===== config.mk =====
export PLATFORM = sky130hd
export DESIGN_NAME = i2s_rx_flat
export DESIGN_NICKNAME = d
export VERILOG_FILES = /design/src/rtl/i2s_pkg.sv /design/src/rtl/i2s_rx_if.sv /design/src/rtl/i2s_sync_edge.sv /design/src/rtl/i2s_rx.sv /design/src/flat_wrapper.sv
export SDC_FILE = /design/constraint.sdc
export NUM_CORES = 1
export LEC_CHECK = 0
export ABC_AREA = 0
export ABC_CLOCK_PERIOD_IN_PS = 2600
export CORE_MARGIN = 1
export CORE_UTILIZATION = 61
export CTS_CLUSTER_SIZE = 12
export DETAILED_ROUTE_END_ITERATION = 16
export GPL_TIMING_DRIVEN = 0
export PLACE_DENSITY = 0.85
export SYNTH_ARGS = -nofsm -noshare
export SYNTH_HDL_FRONTEND = slang
export SYNTH_SLANG_ARGS = --single-unit

===== constraint.sdc =====
create_clock -name clk -period 2.6 [get_ports clk]
set_clock_uncertainty 0.15 [all_clocks]
set_input_delay 0.39 -clock clk [delete_from_list [all_inputs] [get_ports clk]]
set_output_delay 0.39 -clock clk [all_outputs]
set_load 0.02 [all_outputs]

===== src/rtl/i2s_pkg.sv =====
// ============================================================================
// Module      : i2s_pkg
// Description : Shared types and defaults for the I2S receive deserializer.
// Revision    : 1.0 - initial release
// ============================================================================
`default_nettype none

package i2s_pkg;

    typedef enum logic [1:0] {
        ALIGN = 2'd0,
        LEFT  = 2'd1,
        RIGHT = 2'd2
    } i2s_state_t;

    localparam int c_SAMPLE_W = 24;
    localparam int c_SLOT_W   = 32;
    localparam int c_IDX_W    = 6;

    localparam logic [c_IDX_W-1:0] c_IDX_MAX = '1;

endpackage

`default_nettype wire


===== src/rtl/i2s_rx_if.sv =====
// ============================================================================
// Module      : i2s_rx_if
// Description : Codec serial pins plus decoded sample outputs of i2s_rx.
//               Carries mono_sample when I2S_RX_MONO_EN is defined.
// Revision    : 1.0 - initial release
// ============================================================================
`default_nettype none

interface i2s_rx_if
    import i2s_pkg::*;
#(
    parameter int SAMPLE_W = c_SAMPLE_W
);
    logic                i2s_bclk;
    logic                i2s_lr;
    logic                i2s_sd;
    logic [SAMPLE_W-1:0] left_sample;
    logic [SAMPLE_W-1:0] right_sample;
    logic                new_sample;
    logic                frame_err;
`ifdef I2S_RX_MONO_EN
    logic [SAMPLE_W-1:0] mono_sample;
`endif

    modport master (
        output i2s_bclk, i2s_lr, i2s_sd,
        input  left_sample, right_sample, new_sample, frame_err
`ifdef I2S_RX_MONO_EN
        , input mono_sample
`endif
    );

    modport slave (
        input  i2s_bclk, i2s_lr, i2s_sd,
        output left_sample, right_sample, new_sample, frame_err
`ifdef I2S_RX_MONO_EN
        , output mono_sample
`endif
    );

endinterface

`default_nettype wire


===== src/rtl/i2s_sync_edge.sv =====
// ============================================================================
// Module      : i2s_sync_edge
// Description : Multi-flop synchronizer with a registered rising-edge strobe.
// Revision    : 1.0 - initial release
// ============================================================================
`default_nettype none

module i2s_sync_edge #(
    parameter int SYNC_STAGES = 2
) (
    input  logic clk,
    input  logic reset,
    input  logic d,
    output logic q,
    output logic rise
);

    logic [SYNC_STAGES-1:0] r_sync;
    logic                   r_d1;
    logic                   r_d2;
    logic                   r_rise;

    // Edge detect runs on a retimed copy so the strobe lands a fixed two
    // cycles after the synchronized level appears.
    always_ff @(posedge clk or negedge reset) begin
        if (!reset) begin
            r_sync <= '0;
            r_d1   <= 1'b0;
            r_d2   <= 1'b0;
            r_rise <= 1'b0;
        end else begin
            r_sync <= {r_sync[SYNC_STAGES-2:0], d};
            r_d1   <= r_sync[SYNC_STAGES-1];
            r_d2   <= r_d1;
            r_rise <= r_d1 & ~r_d2;
        end
    end

    assign q    = r_sync[SYNC_STAGES-1];
    assign rise = r_rise;

endmodule

`default_nettype wire


===== src/rtl/i2s_rx.sv =====
// ============================================================================
// Module      : i2s_rx
// Description : I2S receive deserializer producing paired signed L/R samples.
//               Optional I2S_RX_MONO_EN adds a registered (L+R)/2 output.
// Revision    : 1.0 - initial release
// ============================================================================
`default_nettype none

module i2s_rx
    import i2s_pkg::*;
#(
    parameter int SAMPLE_W    = c_SAMPLE_W,
    parameter int SLOT_W      = c_SLOT_W,
    parameter int SYNC_STAGES = 2
) (
    input  logic    clk,
    input  logic    reset,
    i2s_rx_if.slave bus
);

    logic w_rise, w_bclk_q, w_lr, w_lr_rise, w_sd, w_sd_rise;
    logic w_unused;

    i2s_sync_edge #(.SYNC_STAGES(SYNC_STAGES)) u_bclk (
        .clk(clk), .reset(reset), .d(bus.i2s_bclk), .q(w_bclk_q), .rise(w_rise));
    i2s_sync_edge #(.SYNC_STAGES(SYNC_STAGES)) u_lr (
        .clk(clk), .reset(reset), .d(bus.i2s_lr), .q(w_lr), .rise(w_lr_rise));
    i2s_sync_edge #(.SYNC_STAGES(SYNC_STAGES)) u_sd (
        .clk(clk), .reset(reset), .d(bus.i2s_sd), .q(w_sd), .rise(w_sd_rise));

    assign w_unused = &{1'b0, w_bclk_q, w_lr_rise, w_sd_rise};

    i2s_state_t          r_state, w_state_nxt;
    logic                r_lr_prev;
    logic [c_IDX_W-1:0]  r_bit_idx;
    logic [SAMPLE_W-1:0] r_acc, r_left_hold, r_right_hold;
    logic                r_left_ok, r_fire, r_err;
    logic [SAMPLE_W-1:0] r_left_sample, r_right_sample;
    logic                r_new, r_ferr;

    logic                w_boundary, w_take, w_len_ok;
    logic [SAMPLE_W-1:0] w_slot;
    logic                w_close_left, w_close_right, w_fire, w_err;

    assign w_boundary = w_rise & (w_lr != r_lr_prev);
    assign w_take     = 32'(r_bit_idx) < 32'(SAMPLE_W);
    assign w_slot     = w_take ? {r_acc[SAMPLE_W-2:0], w_sd} : r_acc;
    assign w_len_ok   = (32'(r_bit_idx) + 32'd1) == 32'(SLOT_W);

    always_ff @(posedge clk or negedge reset) begin
        if (!reset) r_state <= ALIGN;
        else        r_state <= w_state_nxt;
    end

    always_comb begin
        w_state_nxt   = r_state;
        w_close_left  = 1'b0;
        w_close_right = 1'b0;
        w_fire        = 1'b0;
        w_err         = 1'b0;
        if (w_boundary) begin
            case (r_state)
                ALIGN: if (!w_lr) w_state_nxt = LEFT;
                LEFT: if (w_lr) begin
                    w_close_left = 1'b1;
                    w_err        = ~w_len_ok;
                    w_state_nxt  = RIGHT;
                end
                RIGHT: if (!w_lr) begin
                    w_close_right = 1'b1;
                    w_err         = ~w_len_ok;
                    w_fire        = w_len_ok & r_left_ok;
                    w_state_nxt   = LEFT;
                end
                default: w_state_nxt = ALIGN;
            endcase
        end
    end

    // Boundary bit is folded into the closing slot via w_slot; the counter
    // restarts so the following rise is index 0 (MSB of the new slot).
    always_ff @(posedge clk or negedge reset) begin
        if (!reset) begin
            r_lr_prev    <= 1'b0;
            r_bit_idx    <= '0;
            r_acc        <= '0;
            r_left_hold  <= '0;
            r_right_hold <= '0;
            r_left_ok    <= 1'b0;
            r_fire       <= 1'b0;
            r_err        <= 1'b0;
        end else begin
            if (w_rise) begin
                r_lr_prev <= w_lr;
                if (w_boundary) begin
                    r_bit_idx <= '0;
                    r_acc     <= '0;
                end else begin
                    if (r_bit_idx != c_IDX_MAX) r_bit_idx <= r_bit_idx + 1'b1;
                    r_acc <= w_slot;
                end
            end
            if (w_close_left) begin
                r_left_hold <= w_slot;
                r_left_ok   <= w_len_ok;
            end
            if (w_close_right) begin
                r_right_hold <= w_slot;
                r_left_ok    <= 1'b0;
            end
            r_fire <= w_fire;
            r_err  <= w_err;
        end
    end

    always_ff @(posedge clk or negedge reset) begin
        if (!reset) begin
            r_left_sample  <= '0;
            r_right_sample <= '0;
            r_new          <= 1'b0;
            r_ferr         <= 1'b0;
        end else begin
            r_new  <= r_fire;
            r_ferr <= r_err;
            if (r_fire) begin
                r_left_sample  <= r_left_hold;
                r_right_sample <= r_right_hold;
            end
        end
    end

    assign bus.left_sample  = r_left_sample;
    assign bus.right_sample = r_right_sample;
    assign bus.new_sample   = r_new;
    assign bus.frame_err    = r_ferr;

`ifdef I2S_RX_MONO_EN
    logic signed [SAMPLE_W:0] w_sum;
    logic [SAMPLE_W-1:0]      r_mono;

    assign w_sum = $signed({r_left_hold[SAMPLE_W-1], r_left_hold})
                 + $signed({r_right_hold[SAMPLE_W-1], r_right_hold});

    always_ff @(posedge clk or negedge reset) begin
        if (!reset)      r_mono <= '0;
        else if (r_fire) r_mono <= SAMPLE_W'(w_sum >>> 1);
    end

    assign bus.mono_sample = r_mono;
`endif

endmodule

`default_nettype wire


===== src/flat_wrapper.sv =====
// flat-port wrapper written by rule: the top's interface ports become plain ports
module i2s_rx_flat import i2s_pkg::*;
#(
    parameter int SAMPLE_W    = c_SAMPLE_W,
    parameter int SLOT_W      = c_SLOT_W,
    parameter int SYNC_STAGES = 2
)
  (clk, reset, bus_i2s_bclk, bus_i2s_lr, bus_i2s_sd, bus_left_sample, bus_right_sample, bus_new_sample, bus_frame_err);
  i2s_rx_if #(.SAMPLE_W(SAMPLE_W)) bus_i ();
  input  logic clk;
  input  logic reset;
  input wire logic [$bits(bus_i.i2s_bclk)-1:0] bus_i2s_bclk;
  input wire logic [$bits(bus_i.i2s_lr)-1:0] bus_i2s_lr;
  input wire logic [$bits(bus_i.i2s_sd)-1:0] bus_i2s_sd;
  output wire logic [$bits(bus_i.left_sample)-1:0] bus_left_sample;
  output wire logic [$bits(bus_i.right_sample)-1:0] bus_right_sample;
  output wire logic [$bits(bus_i.new_sample)-1:0] bus_new_sample;
  output wire logic [$bits(bus_i.frame_err)-1:0] bus_frame_err;
  assign bus_i.i2s_bclk = bus_i2s_bclk;
  assign bus_i.i2s_lr = bus_i2s_lr;
  assign bus_i.i2s_sd = bus_i2s_sd;
  assign bus_left_sample = bus_i.left_sample;
  assign bus_right_sample = bus_i.right_sample;
  assign bus_new_sample = bus_i.new_sample;
  assign bus_frame_err = bus_i.frame_err;
  i2s_rx #(.SAMPLE_W(SAMPLE_W), .SLOT_W(SLOT_W), .SYNC_STAGES(SYNC_STAGES)) u_core (.clk(clk), .reset(reset), .bus(bus_i));
endmodule

### Yosys cells after proc, flatten, opt, wreduce, memory -nomap -nowiden

Cells that the tools add are included.

| storage, ports and cells | value |
|---|---|
| register bits after elaboration | 143 |
| output and inout port bits | 50 |

| operators by class | value |
|---|---|
| multiplexer cells | 22 |
| $add $sub $neg | 2 |
| reductions and logical operators | 6 |
| equal/unequal tests | 7 |
| $lt $le $gt $ge | 1 |
| bitwise operators | 5 |

Operators by type and width:

| kind | number |
|---|---|
| 24-bit two-way mux | 2 |
| 32-bit by 6-bit == test with 1-bit output (second input constant) | 1 |
| 1-bit two-way mux | 14 |
| 6-bit two-way mux | 2 |
| 6-bit by 1-bit adder with 7-bit output (second input constant) | 1 |
| 6-bit by 1-bit adder with 6-bit output (second input constant) | 1 |
| 6-bit by 5-bit < comparator with 1-bit output (second input constant) | 1 |
| 6-bit inequality test (second input constant) | 1 |
| 2-bit two-way mux | 2 |
| 2-bit inequality test (second input constant) | 2 |
| 2-bit case mux with 2 select lines | 1 |
| 2-bit nonzero test | 2 |
| 1-bit bitwise AND | 3 |
| 3-bit AND reduction | 1 |
| 2-bit by 1-bit == test with 1-bit output (second input constant) | 1 |
| 2-bit == test (second input constant) | 1 |
| 2-bit zero test | 1 |
| 1-bit NOT | 2 |
| 1-bit case mux with 2 select lines | 1 |
| 2-bit AND reduction | 1 |
| 2-bit OR reduction | 1 |
| 1-bit inequality test | 1 |

### Depth between registers and ports, before layout

Gate-level depths: netlist of run 1.

| depth | value |
|---|---|
| depth in word-level cells | 6 |
| mapped depth | 6 |
| depth with buffers taken out | 5 |

### Cells and area by module

A second synthesis of run 1 with hierarchy kept.

| second synthesis, totals | value |
|---|---|
| cells, all modules | 425 |
| area, all modules | 5784.3 um2 |

Modules (own cells, without submodules):

| module | instances | area each (um2) | seq. area each (um2) | cells each |
|---|---|---|---|---|
| i2s_rx | 1 | 5367.6 | 3353.2 | 407 |
| i2s_sync_edge | 3 | 138.9 | 125.1 | 6 |

### Least setup slack after synthesis of run 1

No wires, ideal clock.

| timing path | value |
|---|---|
| kind | register -> register |
| start | register u_core.r_lr_prev |
| end | register u_core.r_acc[0] |
| setup slack | 1.020 ns |
| buffers on the path | 3 |
| clock period less this slack | 1.580 ns |
| cell stages (with the launch flop) | 7 |
| library setup time | 0.121 ns |
| arrival | 1.309 ns |
| path through | dfrtp_1 > buf_4 > xnor2_1 > and3_1 > buf_4 > buf_6 > a22o_1 |

| between the ends | value |
|---|---|
| word-level cells in the longest chain between the ends | 3 |

RTL lines:

| what | line | source |
|---|---|---|
| from (decl) | i2s_rx.sv:34 | `logic r_lr_prev;` |
| from (signal assigned) | i2s_rx.sv:94 | `r_lr_prev <= w_lr;` |
| 1-bit inequality test | i2s_rx.sv:45 | `assign w_boundary = w_rise & (w_lr != r_lr_prev);` |
| 1-bit bitwise AND | i2s_rx.sv:45 |  |
| 24-bit two-way mux | i2s_rx.sv:95 | `if (w_boundary) begin` |
| to (signal assigned) | i2s_rx.sv:100 | `r_acc <= w_slot;` |
| to (decl) | i2s_rx.sv:36 | `logic [SAMPLE_W-1:0] r_acc, r_left_hold, r_right_hold;` |

No other way between the ends.
A chain may end at the register's enable or synchronous reset.

### Worst setup path after layout of run 1

| timing path | value |
|---|---|
| start | register u_core.r_right_sample[2] (netlist: u_core.bus.right_sample[2]) |
| end | output bus_right_sample[2] |

RTL lines:

| what | line | source |
|---|---|---|
| from (decl) | i2s_rx.sv:38 | `logic [SAMPLE_W-1:0] r_left_sample, r_right_sample;` |
| from (signal assigned) | i2s_rx.sv:127 | `r_right_sample <= r_right_hold;` |
| to (decl) | flat_wrapper.sv:16 | `output wire logic [$bits(bus_i.right_sample)-1:0] bus_right_sample;` |

No word-level cell between the ends.

==> run_summary.xml, run 1 <==
<?xml version="1.0" encoding="UTF-8"?>
<metrics>
  <group name="placement">
    <metric name="detailedPlacementHpwl" unit="µm">7117</metric>
    <metric name="post-place-ws" unit="ps">710.1</metric>
    <metric name="placedInstanceArea" unit="µm²">6272</metric>
    <metric name="numPortBuffers" unit="">54</metric>
    <metric name="gp_congestion" unit="">0.7722</metric>
    <metric name="placedCellCount" unit="">585</metric>
  </group>
  <group name="logic_synthesis">
    <metric name="cell_count_after_synthesis" unit="">422</metric>
    <metric name="netlist_area" unit="µm²">5568</metric>
    <metric name="number_of_nets_produced_by_synthesis" unit="">432</metric>
    <metric name="flops_latches_synth" unit="">143</metric>
    <metric name="ys_types" unit="">40</metric>
    <metric name="synth_top_area_share" unit="%">64.27</metric>
    <metric name="synth_top_cells_by_area" unit="">sky130_fd_sc_hd__dfrtp_1 (64%), sky130_fd_sc_hd__mux2_2 (9.9%), sky130_fd_sc_hd__mux2i_1 (4.7%), sky130_fd_sc_hd__o21ai_0 (4.5%), sky130_fd_sc_hd__a22o_1 (3.8%)</metric>
    <metric name="synth.avg_cell_area" unit="µm²">13.19</metric>
    <metric name="synth-warning-count" unit="">0</metric>
    <metric name="yosysTopAreaCell" unit="">sky130_fd_sc_hd__dfrtp_1</metric>
    <metric name="synth_seq_area_share" unit="%">64.27</metric>
  </group>
  <group name="cells_and_area">
    <metric name="area_growth" unit="%">23.21</metric>
    <metric name="layout_commonest_cell" unit="">sky130_fd_sc_hd__dfrtp_1</metric>
    <metric name="final_cells" unit="">618</metric>
    <metric name="finish.instance_area" unit="µm²">6860</metric>
    <metric name="diodes" unit="">0</metric>
    <metric name="seq_area" unit="µm²">3578</metric>
    <metric name="multiInputGateArea" unit="µm²">1818</metric>
    <metric name="fillerInstances" unit="">513</metric>
    <metric name="drive_gt1_share" unit="%">19.41</metric>
    <metric name="most-common-layout-cells" unit="">sky130_fd_sc_hd__dfrtp_1 (143), sky130_fd_sc_hd__clkdlybuf4s50_1 (53), sky130_fd_sc_hd__nand2_1 (52), sky130_fd_sc_hd__o21ai_0 (50), sky130_fd_sc_hd__mux2_2 (49)</metric>
    <metric name="nNetsFinal" unit="">507</metric>
  </group>
  <group name="setup_path">
    <metric name="critical-path-top-delay-family" unit="">buffers and inverters</metric>
    <metric name="crit_path_start_kind" unit="">register</metric>
    <metric name="path_class" unit="">reg2out</metric>
    <metric name="crit_reg_reg_startpoint" unit="">u_core.r_state[0]</metric>
    <metric name="timing.critical_path.fanout_max" unit="">2</metric>
    <metric name="cp_cell_sequence" unit="">clkdlybuf4s50_1</metric>
    <metric name="arrival" unit="ps">1540</metric>
    <metric name="critical_path_endpoint_category" unit="">output pin</metric>
    <metric name="timing.critical_path.required" unit="ps">2060</metric>
    <metric name="critical_path_buf_inv_count" unit="">1</metric>
    <metric name="rrSetupSlack" unit="ps">630</metric>
    <metric name="rr_worst_depth" unit="">5</metric>
    <metric name="timing.rr.end" unit="">u_core.r_right_hold[21]</metric>
    <metric name="slowest_delay" unit="ps">620</metric>
    <metric name="slowest_stage_cell_on_the_critical_path" unit="">sky130_fd_sc_hd__clkdlybuf4s50_1</metric>
  </group>
  <group name="grt">
    <metric name="grt-ovfl-total" unit="">0</metric>
    <metric name="antenna_found_initial" unit="">0</metric>
    <metric name="grt_max_degree" unit="">83</metric>
    <metric name="global_route_wire_length_before_repair" unit="µm">19420</metric>
    <metric name="grtUsageTotal" unit="%">26.78</metric>
    <metric name="via_count_of_the_first_global_routing_pass" unit="">3874</metric>
  </group>
  <group name="clock_network">
    <metric name="cts.clk_slew.worst_paths" unit="ps">70</metric>
    <metric name="clock_latency_at_the_later_pin_of_the_worst_skew_pair" unit="ps">530</metric>
    <metric name="cts.root.buffer_cell" unit="">sky130_fd_sc_hd__clkbuf_8</metric>
    <metric name="cts_setup_buffers" unit="">0</metric>
    <metric name="clock_sink_count" unit="">143</metric>
    <metric name="cts_tree" unit="">built</metric>
    <metric name="clockBufferDepth" unit="">2</metric>
    <metric name="htree_levels" unit="">4</metric>
    <metric name="tritoncts_buffers" unit="">17</metric>
  </group>
  <group name="sta">
    <metric name="slew_violations" unit="">0</metric>
    <metric name="post-route-min-period" unit="ps">2082</metric>
    <metric name="worst_slack" unit="ps">517.8</metric>
    <metric name="slew-limit-headroom" unit="%">49.21</metric>
    <metric name="worst_margin_slew" unit="ps">761.9</metric>
    <metric name="rsz_0062_raised_after_global_routing" unit="">no</metric>
    <metric name="timing.hold.ws" unit="ps">149.6</metric>
    <metric name="report.final.setup_viol" unit="">0</metric>
    <metric name="max_clock_freq" unit="MHz">480.3</metric>
    <metric name="final.period_utilization" unit="%">80.08</metric>
    <metric name="hold_viol_final" unit="">0</metric>
  </group>
  <group name="detailed_routing">
    <metric name="post_route_drc_violation_count" unit="">0</metric>
    <metric name="routed_wirelength" unit="µm">11730</metric>
    <metric name="initialDrtViolationCount" unit="">269</metric>
    <metric name="vias" unit="">3733</metric>
    <metric name="drt-vias-per-instance" unit="">6.040</metric>
    <metric name="detailed_routing_iteration_count_for_the_pre_antenna_repair_pass" unit="">5</metric>
    <metric name="postRouteAntennaNets" unit="">0</metric>
    <metric name="detail_route.wl_per_cell" unit="µm">18.98</metric>
  </group>
  <group name="die">
    <metric name="row_count" unit="">34</metric>
    <metric name="floorplan.io_pins" unit="">55</metric>
    <metric name="die_y" unit="µm">97.54</metric>
    <metric name="chipWidth" unit="µm">97.54</metric>
    <metric name="design.die.area" unit="µm²">9514</metric>
    <metric name="core_area" unit="µm²">8763</metric>
    <metric name="initial_standard_cell_utilization_of_the_core" unit="%">63.54</metric>
  </group>
  <group name="power_and_ir_drop">
    <metric name="totalPowerFinal" unit="mW">5.084</metric>
    <metric name="p_sw" unit="mW">1.277</metric>
    <metric name="power.share.switching" unit="%">25.13</metric>
    <metric name="power.share.combinational" unit="%">6.4</metric>
    <metric name="internal_power" unit="mW">3.807</metric>
    <metric name="leakage" unit="nW">3.368</metric>
    <metric name="peakVddDrop" unit="µV">529.6</metric>
    <metric name="power_density" unit="nW/µm²">741.1</metric>
    <metric name="clock_power_share" unit="%">46.6</metric>
    <metric name="p_seq_share" unit="%">47.0</metric>
  </group>
  <group name="job">
    <metric name="drv.max_cap_violation_count" unit="">0</metric>
  </group>
  <group name="worst_hold_path">
    <metric name="hp-class" unit="">in2reg</metric>
    <metric name="endpoint_of_the_worst_hold_path" unit="">u_core.u_lr.r_sync[0]</metric>
    <metric name="min_path_cells" unit="">1</metric>
    <metric name="worst_hold_startpoint" unit="">bus_i2s_lr</metric>
  </group>
  <group name="status">
    <metric name="run_status" unit="">complete, no violations</metric>
  </group>
</metrics>
==> kinds of logic (layout without fill, tap and decap cells) <==
| group | after synthesis | after routing | share of synthesized area (%) |
|---|---|---|---|
| buffers and inverters | 34 | 122 | 3.079 |
| adder cells (fa/ha/maj) | 5 | 5 | 1.124 |
| AND/OR/NAND/NOR | 71 | 71 | 5.843 |
| flip-flops | 143 | 143 | 64.27 |
| XOR/XNOR | 2 | 2 | 0.3147 |
| multiplexers | 75 | 75 | 14.58 |
| AO/OA/AOI/OAI | 92 | 92 | 10.79 |
==> through the flow <==
| step | util [%] | TNS (ps) |
|---|---|---|
| 2_1_floorplan | - | 0 |
| 3_3_place_gp | 71.25 | -615990 |
| 3_5_place_dp | 71.57 | 0 |
| 4_1_cts | 78.28 | 0 |
| 5_1_grt | 78.28 | 0 |
| 6_report | 78.28 | 0 |
==> registers in the layout (all words and copies together) (netlist names) <==
register / flops
u_core.r_err: 1
u_core.bus.right_sample: 24
u_core.r_left_hold: 24
u_core.r_acc: 24
u_core.u_bclk.r_d2: 1
u_core.bus.frame_err: 1
u_core.r_lr_prev: 1
u_core.bus.left_sample: 24
u_core.u_bclk.r_d1: 1
u_core.r_left_ok: 1
u_core.u_bclk.rise: 1
u_core.u_sd.r_sync: 2
u_core.bus.new_sample: 1
u_core.u_lr.r_sync: 2
u_core.u_bclk.r_sync: 2
u_core.r_fire: 1
u_core.r_right_hold: 24
u_core.r_state: 2
u_core.r_bit_idx: 6
==> synth_stat cells (all sizes together) <==
| cell type | number |
|---|---|
| ha | 5 |
| o31ai | 1 |
| nor3 | 1 |
| nand4 | 1 |
| a31oi | 1 |
| inv | 6 |
| and3 | 3 |
| nor2b | 1 |
| and3b | 1 |
| and4 | 2 |
| nor4 | 2 |
| xnor2 | 1 |
| nand3 | 2 |
| a211oi | 1 |
| o211a | 1 |
| o21bai | 1 |
| a21o | 1 |
| nand2 | 52 |
| o22a | 1 |
| buf | 15 |
| a221oi | 2 |
| nand4b | 2 |
| a22o | 24 |
| dfrtp | 143 |
| mux2 | 49 |
| nor2 | 1 |
| o2bb2ai | 1 |
| nor3b | 2 |
| o32ai | 1 |
| a41oi | 1 |
| mux2i | 26 |
| o21ai | 51 |
| clkbuf | 13 |
| nor4b | 1 |
| xor2 | 1 |
| a21oi | 5 |
==> metal layers <==
layer	global-route usage [%]	share of wire [%]
met4	11.88	1.9
met2	42.93	51
met3	5.683	4.6
met1	35.58	43
met5	0	0
==> how the worst max path moves through the flow <==
stage / start / to / depth (start not counted)
detailed placement: u_core.r_state[0] / u_core.r_err / 6
global route: u_core.bus.right_sample[2] / bus_right_sample[2] / 1
global placement: reset / u_core.bus.left_sample[4] / 1
floorplan: u_core.r_lr_prev / u_core.r_acc[0] / 6
finish: u_core.bus.right_sample[2] / bus_right_sample[2] / 1
CTS: u_core.bus.right_sample[2] / bus_right_sample[2] / 1
==> area by class of cell <==
type | instances | share of cell area (%)
plain buffers | 28 | 2.170
inverters | 6 | 0.3283
flip-flops and latches | 143 | 52.16
repair buffers | 56 | 8.444
well taps | 108 | 1.970
clock inverters | 15 | 2.389
multi-input cells | 245 | 26.50
clock buffers | 17 | 6.037
==> what timing repair did <==
action,CTS,global route
hold endpoints to repair,61,0
hold buffers,1,0
gates resized for setup,0,0
==> power groups by stage <==
stage	Clock (mW)	Combinational [mW]	Sequential (mW)
floorplan	0	0.199	2.40
global placement	0	0.286	2.42
detailed placement	0	0.318	2.42
CTS	2.38	0.327	2.39
global route	2.48	0.367	2.40
finish	2.37	0.327	2.39
Power figures use the tool's default switching activity.
==> run 2: changes to the inputs <==
--- a/config.mk
+++ b/config.mk
@@ -6,13 +6,13 @@
 export NUM_CORES = 1
 export LEC_CHECK = 0
 export ABC_AREA = 0
-export ABC_CLOCK_PERIOD_IN_PS = 2600
+export ABC_CLOCK_PERIOD_IN_PS = 1900
 export CORE_MARGIN = 1
-export CORE_UTILIZATION = 61
+export CORE_UTILIZATION = 51
 export CTS_CLUSTER_SIZE = 12
 export DETAILED_ROUTE_END_ITERATION = 16
 export GPL_TIMING_DRIVEN = 0
-export PLACE_DENSITY = 0.85
+export PLACE_DENSITY = 0.75
 export SYNTH_ARGS = -nofsm -noshare
 export SYNTH_HDL_FRONTEND = slang
 export SYNTH_SLANG_ARGS = --single-unit
==> constraint.sdc (replaced) <==
create_clock -name clk -period 1.9 [get_ports clk]
set_clock_uncertainty 0.15 [all_clocks]
set_input_delay 0.285 -clock clk [delete_from_list [all_inputs] [get_ports clk]]
set_output_delay 0.285 -clock clk [all_outputs]
set_load 0.02 [all_outputs]
==> run 2 against run 1 <==
  * Setup slack lost 400 ps
  * First-iteration DRC count shrank 39%
  * Register-to-register slack lost 510 ps
  * Final area grew 1.1%
  * Global-route usage shrank 6.0 points
  * Critical path depth grew 5
  * Cell count grew 5.5%
  * Power grew 40%
  * Largest cell class unchanged
==> run_summary.xml, run 2 (synthesized netlist as in run 1, its figures left out) <==
<?xml version="1.0" encoding="UTF-8"?>
<metrics>
  <group name="clock_network">
    <metric name="cts.root.buffer_cell" unit="">sky130_fd_sc_hd__clkbuf_8</metric>
    <metric name="clock_latency_at_the_later_pin_of_the_worst_skew_pair" unit="ps">520</metric>
    <metric name="clock_sink_count" unit="">143</metric>
    <metric name="tritoncts_buffers" unit="">17</metric>
    <metric name="htree_levels" unit="">4</metric>
    <metric name="clockBufferDepth" unit="">2</metric>
    <metric name="cts_tree" unit="">built</metric>
    <metric name="cts.clk_slew.worst_paths" unit="ps">60</metric>
  </group>
  <group name="cells_and_area">
    <metric name="layout_commonest_cell" unit="">sky130_fd_sc_hd__dfrtp_1</metric>
    <metric name="diodes" unit="">0</metric>
    <metric name="finish.instance_area" unit="µm²">6939</metric>
    <metric name="most-common-layout-cells" unit="">sky130_fd_sc_hd__dfrtp_1 (143), sky130_fd_sc_hd__nand2_1 (52), sky130_fd_sc_hd__o21ai_0 (50), sky130_fd_sc_hd__mux2_2 (49), sky130_fd_sc_hd__dlygate4sd2_1 (49)</metric>
    <metric name="area_growth" unit="%">24.63</metric>
    <metric name="final_cells" unit="">652</metric>
    <metric name="drive_gt1_share" unit="%">22.09</metric>
    <metric name="nNetsFinal" unit="">513</metric>
  </group>
  <group name="die">
    <metric name="die_y" unit="µm">106.5</metric>
    <metric name="floorplan.io_pins" unit="">55</metric>
    <metric name="initial_standard_cell_utilization_of_the_core" unit="%">53.22</metric>
    <metric name="design.die.area" unit="µm²">11340</metric>
    <metric name="chipWidth" unit="µm">106.5</metric>
    <metric name="core_area" unit="µm²">10460</metric>
    <metric name="row_count" unit="">37</metric>
  </group>
  <group name="sta">
    <metric name="slew_violations" unit="">0</metric>
    <metric name="post-route-min-period" unit="ps">1785</metric>
    <metric name="setup_total_negative_slack" unit="ps">0</metric>
    <metric name="final.period_utilization" unit="%">93.93</metric>
    <metric name="timing.hold.ws" unit="ps">44.85</metric>
    <metric name="max_clock_freq" unit="MHz">560.4</metric>
    <metric name="report.final.setup_viol" unit="">0</metric>
    <metric name="hold_viol_final" unit="">0</metric>
    <metric name="rsz_0062_raised_after_global_routing" unit="">no</metric>
    <metric name="worst_margin_slew" unit="ps">704.0</metric>
    <metric name="slew-limit-headroom" unit="%">53.07</metric>
  </group>
  <group name="grt">
    <metric name="grtUsageTotal" unit="%">20.78</metric>
    <metric name="antenna_found_initial" unit="">0</metric>
    <metric name="grt_max_degree" unit="">95</metric>
    <metric name="grt-ovfl-total" unit="">0</metric>
    <metric name="via_count_of_the_first_global_routing_pass" unit="">3551</metric>
    <metric name="global_route_wire_length_before_repair" unit="µm">17830</metric>
  </group>
  <group name="worst_hold_path">
    <metric name="endpoint_of_the_worst_hold_path" unit="">u_core.u_sd.r_sync[0]</metric>
    <metric name="hp-class" unit="">in2reg</metric>
    <metric name="worst_hold_startpoint" unit="">bus_i2s_sd</metric>
    <metric name="min_path_cells" unit="">1</metric>
  </group>
  <group name="detailed_routing">
    <metric name="detailed_routing_iteration_count_for_the_pre_antenna_repair_pass" unit="">5</metric>
    <metric name="drt-vias-per-instance" unit="">5.534</metric>
    <metric name="post_route_drc_violation_count" unit="">0</metric>
    <metric name="postRouteAntennaNets" unit="">0</metric>
    <metric name="routed_wirelength" unit="µm">10790</metric>
    <metric name="detail_route.wl_per_cell" unit="µm">16.56</metric>
    <metric name="initialDrtViolationCount" unit="">164</metric>
    <metric name="vias" unit="">3608</metric>
  </group>
  <group name="power_and_ir_drop">
    <metric name="internal_power" unit="mW">5.495</metric>
    <metric name="clock_power_share" unit="%">48.3</metric>
    <metric name="p_seq_share" unit="%">45.7</metric>
    <metric name="p_sw" unit="mW">1.640</metric>
    <metric name="power_density" unit="nW/µm²">1028</metric>
    <metric name="power.share.switching" unit="%">22.99</metric>
    <metric name="peakVddDrop" unit="µV">491.3</metric>
    <metric name="totalPowerFinal" unit="mW">7.135</metric>
    <metric name="leakage" unit="nW">3.701</metric>
    <metric name="power.share.combinational" unit="%">6.0</metric>
  </group>
  <group name="setup_path">
    <metric name="crit_reg_reg_startpoint" unit="">u_core.r_bit_idx[3]</metric>
    <metric name="critical_path_buf_inv_count" unit="">3</metric>
    <metric name="timing.rr.end" unit="">u_core.r_left_hold[9]</metric>
    <metric name="rrSetupSlack" unit="ps">120</metric>
    <metric name="timing.critical_path.required" unit="ps">2130</metric>
    <metric name="arrival" unit="ps">2010</metric>
    <metric name="slowest_delay" unit="ps">360</metric>
    <metric name="crit_path_start_kind" unit="">register</metric>
    <metric name="cp_cell_sequence" unit="">buf_2, a21oi_4, buf_4, buf_6, mux2i_1, o21ai_0</metric>
    <metric name="path_class" unit="">reg2reg</metric>
    <metric name="rr_worst_depth" unit="">6</metric>
    <metric name="timing.critical_path.fanout_max" unit="">10</metric>
    <metric name="critical_path_endpoint_category" unit="">register</metric>
    <metric name="slowest_stage_cell_on_the_critical_path" unit="">sky130_fd_sc_hd__dfrtp_1</metric>
    <metric name="critical-path-top-delay-family" unit="">buffers and inverters</metric>
  </group>
  <group name="placement">
    <metric name="placedInstanceArea" unit="µm²">6307</metric>
    <metric name="numPortBuffers" unit="">54</metric>
    <metric name="placedCellCount" unit="">613</metric>
    <metric name="detailedPlacementHpwl" unit="µm">6924</metric>
    <metric name="gp_congestion" unit="">0.7812</metric>
  </group>
  <group name="status">
    <metric name="run_status" unit="">complete, no violations</metric>
  </group>
  <group name="job">
    <metric name="drv.max_cap_violation_count" unit="">0</metric>
  </group>
</metrics>
[run 2: per-layer routing]
| layer | part of all wire (%) | up-vias | global-route usage [%] |
|---|---|---|---|
| li1 | - | 1668 | - |
| met1 | 45 | 1833 | 28.07 |
| met2 | 49 | 91 | 32.61 |
| met3 | 4.5 | 16 | 5.150 |
| met4 | 1.7 | 0 | 7.926 |
| met5 | 0 | - | 0 |
[run 2: worst max path at each step]
stage                                     from  slack, ps                          to  depth (start not counted)
final                      u_core.r_bit_idx[3]        120       u_core.r_left_hold[9]                          6
after global routing         u_core.r_state[1]         10      u_core.r_left_hold[13]                          6
after CTS                 u_core.bus.frame_err         10               bus_frame_err                          1
after detailed placement   u_core.r_bit_idx[4]         30       u_core.r_left_hold[9]                          5
after global placement                   reset      -4990  u_core.bus.right_sample[5]                          1
after floorplan               u_core.r_lr_prev        320             u_core.r_acc[0]                          6
[run 2: final cells by class]
class | instances | area (µm²)
flip-flops and latches | 143 | 3578
fillers | 785 | 3523
multi-input cells | 245 | 1822
repair buffers | 62 | 565.5
clock buffers | 19 | 431.7
clock inverters | 13 | 185.2
well taps | 136 | 170.2
plain buffers | 28 | 163.9
inverters | 6 | 22.52
[run 2: through the flow]
step	utilization, %	worst slack [ps]
finish	66.32	115.4
global route	66.32	11.05
CTS	65.69	9.633
detailed placement	60.28	27.20
global placement	60.01	-4993
floorplan	-	320.3
[run 2: repair_timing]
action | 4_1_cts | 5_1_grt
hold buffers | 1 | 0
resized for setup | 49 | 21
endpoints found under the hold margin | 49 | 0
buffers inserted | 0 | 6
setup endpoints to repair | 49 | 49
cloned | 0 | 0
pin swaps | 0 | 1
[run 2: power by group through the flow]
stage,sequential [mW],clock (mW),combinational [mW]
after floorplan,3.29,0,0.272
after detailed placement,3.31,0,0.422
after global placement,3.31,0,0.396
after global routing,3.28,3.64,0.492
final,3.26,3.45,0.425
after CTS,3.26,3.50,0.428
